$ cat src/rtl/mipi_apb_share_arb.sv
// mipi_apb_share_arb: round-robin share of the MIPI APB port between the MCU bridge (m0) and the init sequencer (m1); optional ACCESS timeout under ARB_TIMEOUT_EN
module mipi_apb_share_arb #(
    parameter int              AW       = 20,
    parameter int              DW       = 32,
    parameter int              TO_CYC   = 255,
    parameter logic [DW-1:0]   ERR_DATA = 32'hDEADBEEF
) (
    input  logic          cpuclk,
    input  logic          rstn,
    input  logic          m0_req,
    input  logic          m0_wr,
    input  logic [AW-1:0] m0_addr,
    input  logic [DW-1:0] m0_wdata,
    output logic [DW-1:0] m0_rdata,
    output logic          m0_ack,
    input  logic          m1_req,
    input  logic          m1_wr,
    input  logic [AW-1:0] m1_addr,
    input  logic [DW-1:0] m1_wdata,
    output logic [DW-1:0] m1_rdata,
    output logic          m1_ack,
    output logic [AW-1:0] paddr,
    output logic          pwrite,
    output logic [DW-1:0] pwdata,
    output logic          psel,
    output logic          penable,
    input  logic [DW-1:0] prdata,
    input  logic          pready,
    output logic          busy,
    output logic          gnt_id,
    output logic          to_err,
    input  logic          err_clr
);

    typedef enum logic [1:0] {IDLE, SETUP, ACCESS, DONE} state_t;

    state_t state, state_nxt;
    logic   last_gnt;
    logic   any_req;
    logic   sel;
    logic   timeout;
    logic   finish;

    // On a tie the requester that did not own the previous transfer wins
    assign any_req = m0_req | m1_req;
    assign sel     = (m0_req & m1_req) ? ~last_gnt : m1_req;
    assign finish  = (state == ACCESS) && (pready || timeout);

`ifdef ARB_TIMEOUT_EN
    logic [7:0] to_cnt;

    assign timeout = (state == ACCESS) && !pready && (to_cnt == 8'(TO_CYC - 1));

    // ACCESS-phase cycle counter, restarted whenever we leave ACCESS
    always_ff @(posedge cpuclk or negedge rstn) begin
        if (!rstn)
            to_cnt <= '0;
        else
            to_cnt <= (state == ACCESS) ? to_cnt + 8'd1 : 8'd0;
    end

    // Sticky timeout flag; a clear wins over a coincident set
    always_ff @(posedge cpuclk or negedge rstn) begin
        if (!rstn)
            to_err <= 1'b0;
        else
            to_err <= err_clr ? 1'b0 : (timeout ? 1'b1 : to_err);
    end
`else
    assign timeout = 1'b0;
    assign to_err  = 1'b0 & err_clr;
`endif

    // State register
    always_ff @(posedge cpuclk or negedge rstn) begin
        if (!rstn)
            state <= IDLE;
        else
            state <= state_nxt;
    end

    // Next state and phase decode; APB strobes come straight from state so reset drops them at once
    always_comb begin
        state_nxt = state;
        psel      = 1'b0;
        penable   = 1'b0;
        m0_ack    = 1'b0;
        m1_ack    = 1'b0;
        busy      = (state != IDLE);
        case (state)
            IDLE:    state_nxt = any_req ? SETUP : IDLE;
            SETUP: begin
                psel      = 1'b1;
                state_nxt = ACCESS;
            end
            ACCESS: begin
                psel      = 1'b1;
                penable   = 1'b1;
                state_nxt = finish ? DONE : ACCESS;
            end
            DONE: begin
                m0_ack    = ~gnt_id;
                m1_ack    = gnt_id;
                state_nxt = IDLE;
            end
            default: state_nxt = IDLE;
        endcase
    end

    // Grant bookkeeping and APB request latch; the bus fields hold between transfers
    always_ff @(posedge cpuclk or negedge rstn) begin
        if (!rstn) begin
            gnt_id   <= 1'b0;
            last_gnt <= 1'b1;
            paddr    <= '0;
            pwdata   <= '0;
            pwrite   <= 1'b0;
        end else if (state == IDLE && any_req) begin
            gnt_id   <= sel;
            last_gnt <= sel;
            paddr    <= sel ? m1_addr  : m0_addr;
            pwdata   <= sel ? m1_wdata : m0_wdata;
            pwrite   <= sel ? m1_wr    : m0_wr;
        end
    end

    // Read data return to the owner only; writes leave both rdata registers alone
    always_ff @(posedge cpuclk or negedge rstn) begin
        if (!rstn) begin
            m0_rdata <= '0;
            m1_rdata <= '0;
        end else if (finish && !pwrite) begin
            if (gnt_id)
                m1_rdata <= timeout ? ERR_DATA : prdata;
            else
                m0_rdata <= timeout ? ERR_DATA : prdata;
        end
    end

endmodule

$ cat config.mk
export PLATFORM = sky130hd
export DESIGN_NAME = mipi_apb_share_arb
export DESIGN_NICKNAME = d
export VERILOG_FILES = /design/src/rtl/mipi_apb_share_arb.sv
export SDC_FILE = /design/constraint.sdc
export NUM_CORES = 1
export LEC_CHECK = 0
export BUFFER_PORTS_ARGS = -buffer_cell sky130_fd_sc_hd__buf_2
export CORE_UTILIZATION = 46
export DETAILED_ROUTE_END_ITERATION = 8
export PLACE_DENSITY = 0.81
export SETUP_SLACK_MARGIN = 0.3
export SLEW_MARGIN = 5
export SYNTH_ARGS = -nofsm -noshare
export SYNTH_HDL_FRONTEND = slang
export SYNTH_SLANG_ARGS = --single-unit
$ cat constraint.sdc
create_clock -name cpuclk -period 1.95 [get_ports cpuclk]
set_input_delay 0.39 -clock cpuclk [delete_from_list [all_inputs] [get_ports cpuclk]]
set_output_delay 0.39 -clock cpuclk [all_outputs]
set_load 0.05 [all_outputs]
==> metrics.txt <==
outcome finished, final reports clean; num ports 268; number of nets with antenna violations after routing 0; final hold violation count 0; TritonCTS Buffers 17; detailed placer's ending HPWL between 9 and 10 mm; total number of placement rows 38; end point of the critical path m1_ack; slowest stage cell, crit path sky130_fd_sc_hd__dfrtp_2; hold slack roughly 0.21 ns; average wire length per cell after detail routing about 18 um; initial core utilization a little under half; Placement Cell Area 6700 um^2; maximum buffer depth of the clock tree 2; synthesized area per cell 11.6 um^2; CP Launch Point state[1]; largest clock skew in the final design between 0.008 and 0.009 ns; total of flip-flops plus latches after synthesis ~120; worst ir drop on vdd 1.65 mV; number of maximum-capacitance constraint violations 0; Clk Latency, worst-skew pair 0.41 ns; die width 109 um; crit share post-route 88.7%; DIE AREA 11,800 um^2; M3 GR Usage under 10%; CP endpoint kind primary output; f_max slightly below 600 MHz; type of the tightest min-delay check in -> reg; met2 track demand over resource in global routing between 40% and 50%; clock root buffer sky130_fd_sc_hd__clkbuf_16; standby leakage power between 0.004 and 0.005 uW; number of nets in the synthesized netlist 597; endpoint of the lowest-slack register-to-register path m0_rdata[30]; number of endpoints failing setup at the final stage 0; launch instance of the worst register-to-register path state[0]; sequence of cells on the critical path ha_2 -> and2_4 -> buf_8; Worst-Margin Slew around 0.54 ns; fraction of synthesized cell area taken by the top area cell type between 50% and 60%; area of the placeable core between 10,000 and 15,000 um^2; total power density per cell area ~2300 nW/um^2; startpoint of the worst hold path m0_wdata[2]; via count between 4,000 and 5,000; input/output buffers 265; CP top delay family flip-flops; via count of the first global-routing pass approximately 4,400; final net count a little under 900; area growth from synthesis to layout 48.1%; number of antenna violations at the first check in global routing 1; most area-consuming cells after synthesis sky130_fd_sc_hd__dfrtp_1 58%, sky130_fd_sc_hd__a21oi_1 10%, sky130_fd_sc_hd__mux2_4 8.6%; register-to-register setup slack ~0.25 ns; maximum number of pins on one net before global-route repair 38; setup TNS 0 ns; worst reg2reg path depth 7; number of buffers and inverters on the critical path 1; clock sinks between 100 and 150; H-tree levels 4; CP Data Arrival Time 1.34 ns; Max transition margin 64.0%; Final min period 1.73 ns; DRT Pass-1 Iters 6; delay of the slowest critical-path stage around 0.44 ns; endpoint required time on the critical path approximately 1.6 ns; clock-pin slew on the worst setup and hold paths ~0.060 ns; wire length of the first global-routing pass 22.1 mm; final RePlAce weighted congestion ~0.74; sort of element at the start of the critical path flip-flop; netlist area before placement about 5200 um^2; type of the setup path with the least slack reg -> out; grt ovf 0; Max Transition Viols Final 0; met1 Track Usage GR between 20 and 30%; chip height 109 um; post-synthesis cell type count 24; final instance area a little under 8000 um^2; final worst-path setup slack 0.220 ns; Initial DRC Count approximately 240; post-place setup slack around 0.27 ns; global-route usage over all layers 25.0%; sequential share of the synthesized area between 50% and 60%; share of post-route cells with drive strength above 1 a little over half; Synth Instances between 400 and 500; average vias per placed instance ~5.2; largest area contributor in the netlist sky130_fd_sc_hd__dfrtp_1; Post-Route WL between 15 and 20 mm; critical path fanouts, max 3; DRC violation count after routing 0; global routing's busiest layer met2; RSZ-0062 raised after global routing yes; Syn. warnings 0; logic depth of the worst path, buffers included 3; CTS tree done
synthesized netlist by cell type (all sizes together):
| cell | count |
|---|---|
| buf | 29 |
| mux2 | 64 |
| nand4b | 1 |
| dfrtp | 120 |
| o21a | 1 |
| nor3 | 1 |
| conb | 1 |
| nand2 | 55 |
| nor2b | 1 |
| a21oi | 107 |
| nor2 | 53 |
| dfstp | 1 |
| ha | 4 |
| a31oi | 1 |
| o21ai | 4 |
| and2 | 1 |
| a21boi | 1 |
| a21bo | 1 |
| inv | 3 |
through the flow:
step	total power (uW)	util, %	cells
after global placement	13400	61.3	837
after global routing	18600	70.7	884
after floorplan	11500	-	449
after detailed placement	13600	61.3	837
after CTS	17300	68.2	872
final	17800	70.7	884
final cells by class:
type                            instances  area, um^2
Multi-Input combinational cell        297        2130
Fill cell                             758        3210
Clock buffer                           25         515
Antenna cell                            1        2.50
Clock inverter                          6         110
Sequential cell                       121        3030
Inverter                                3        11.3
Tap cell                              140         175
Timing Repair Buffer                  291        1760
report_power, final:
group          total, uW  switching [uW]  internal (uW)
sequential          4600             784           3810
clock               3310            1100           2210
combinational       9890            6860           3020
total              17800            8750           9040
worst min-delay path by stage:
| stage | endpoint | slack, ns | cells after the start |
|---|---|---|---|
| 2_1_floorplan | gnt_id | 0.09 | 0 |
| 3_3_place_gp | m1_rdata[24] | 0.39 | 1 |
| 3_5_place_dp | m1_rdata[23] | 0.40 | 1 |
| 4_1_cts | paddr[9] | 0.19 | 3 |
| 5_1_grt | pwdata[2] | 0.20 | 3 |
| 6_report | pwdata[2] | 0.21 | 3 |
layer usage:
metal  vias to the layer above  wire (um)
met5                         -          0
met4                         0        257
met3                        23       1250
met2                       247       8240
met1                      2261       6050
li1                       2089          -
timing repair:
item / CTS / global route
gates resized for setup: 21 / 37
buffers inserted: 2 / 7
hold buffers: 1 / 0
gates cloned: 1 / 4
pin swaps: 3 / 2
hold endpoints to repair: 33 / 0
setup endpoints to repair: 12 / 38
worst reg2reg max path, stage by stage, from the launching register on:
cell	delay (ns)
sky130_fd_sc_hd__dfrtp_1	0.39
sky130_fd_sc_hd__inv_2	0.11
sky130_fd_sc_hd__ha_4	0.17
sky130_fd_sc_hd__nand2_4	0.06
sky130_fd_sc_hd__nor3_4	0.22
sky130_fd_sc_hd__buf_6	0.15
sky130_fd_sc_hd__buf_16	0.14
sky130_fd_sc_hd__mux2_2	0.34
flip-flops by register name (all words and copies together), names as in the netlist:
| signal | flops |
|---|---|
| pwdata | 32 |
| last_gnt | 1 |
| gnt_id | 1 |
| m1_rdata | 32 |
| state | 2 |
| m0_rdata | 32 |
| paddr | 20 |
| pwrite | 1 |
kinds of logic after synthesis:
| kind of cell | Yosys count | synth area share, % |
|---|---|---|
| buffers and inverters | 32 | 4.65 |
| muxes | 64 | 16.0 |
| DFF | 121 | 58.0 |
| and+or+nand+nor | 112 | 8.78 |
| other | 1 | 0.0719 |
| AOI/OAI and AO/OA | 115 | 11.5 |
| adders and majority gates | 4 | 0.959 |
cells in the final DEF (no fill, tap or decap), types with 3 or more instances in the layout:
cell	count
sky130_fd_sc_hd__buf_6	3
sky130_fd_sc_hd__buf_2	259
sky130_fd_sc_hd__mux2_2	3
sky130_fd_sc_hd__clkbuf_16	20
sky130_fd_sc_hd__buf_4	12
sky130_fd_sc_hd__inv_2	3
sky130_fd_sc_hd__mux2_4	61
sky130_fd_sc_hd__bufinv_16	3
sky130_fd_sc_hd__clkbuf_8	6
sky130_fd_sc_hd__dfrtp_1	118
sky130_fd_sc_hd__nand2_1	54
sky130_fd_sc_hd__a21oi_1	107
sky130_fd_sc_hd__buf_12	9
sky130_fd_sc_hd__nor2_1	53
sky130_fd_sc_hd__buf_8	3
sky130_fd_sc_hd__o21ai_0	3
No activity file was read; power rests on OpenSTA's default activity.
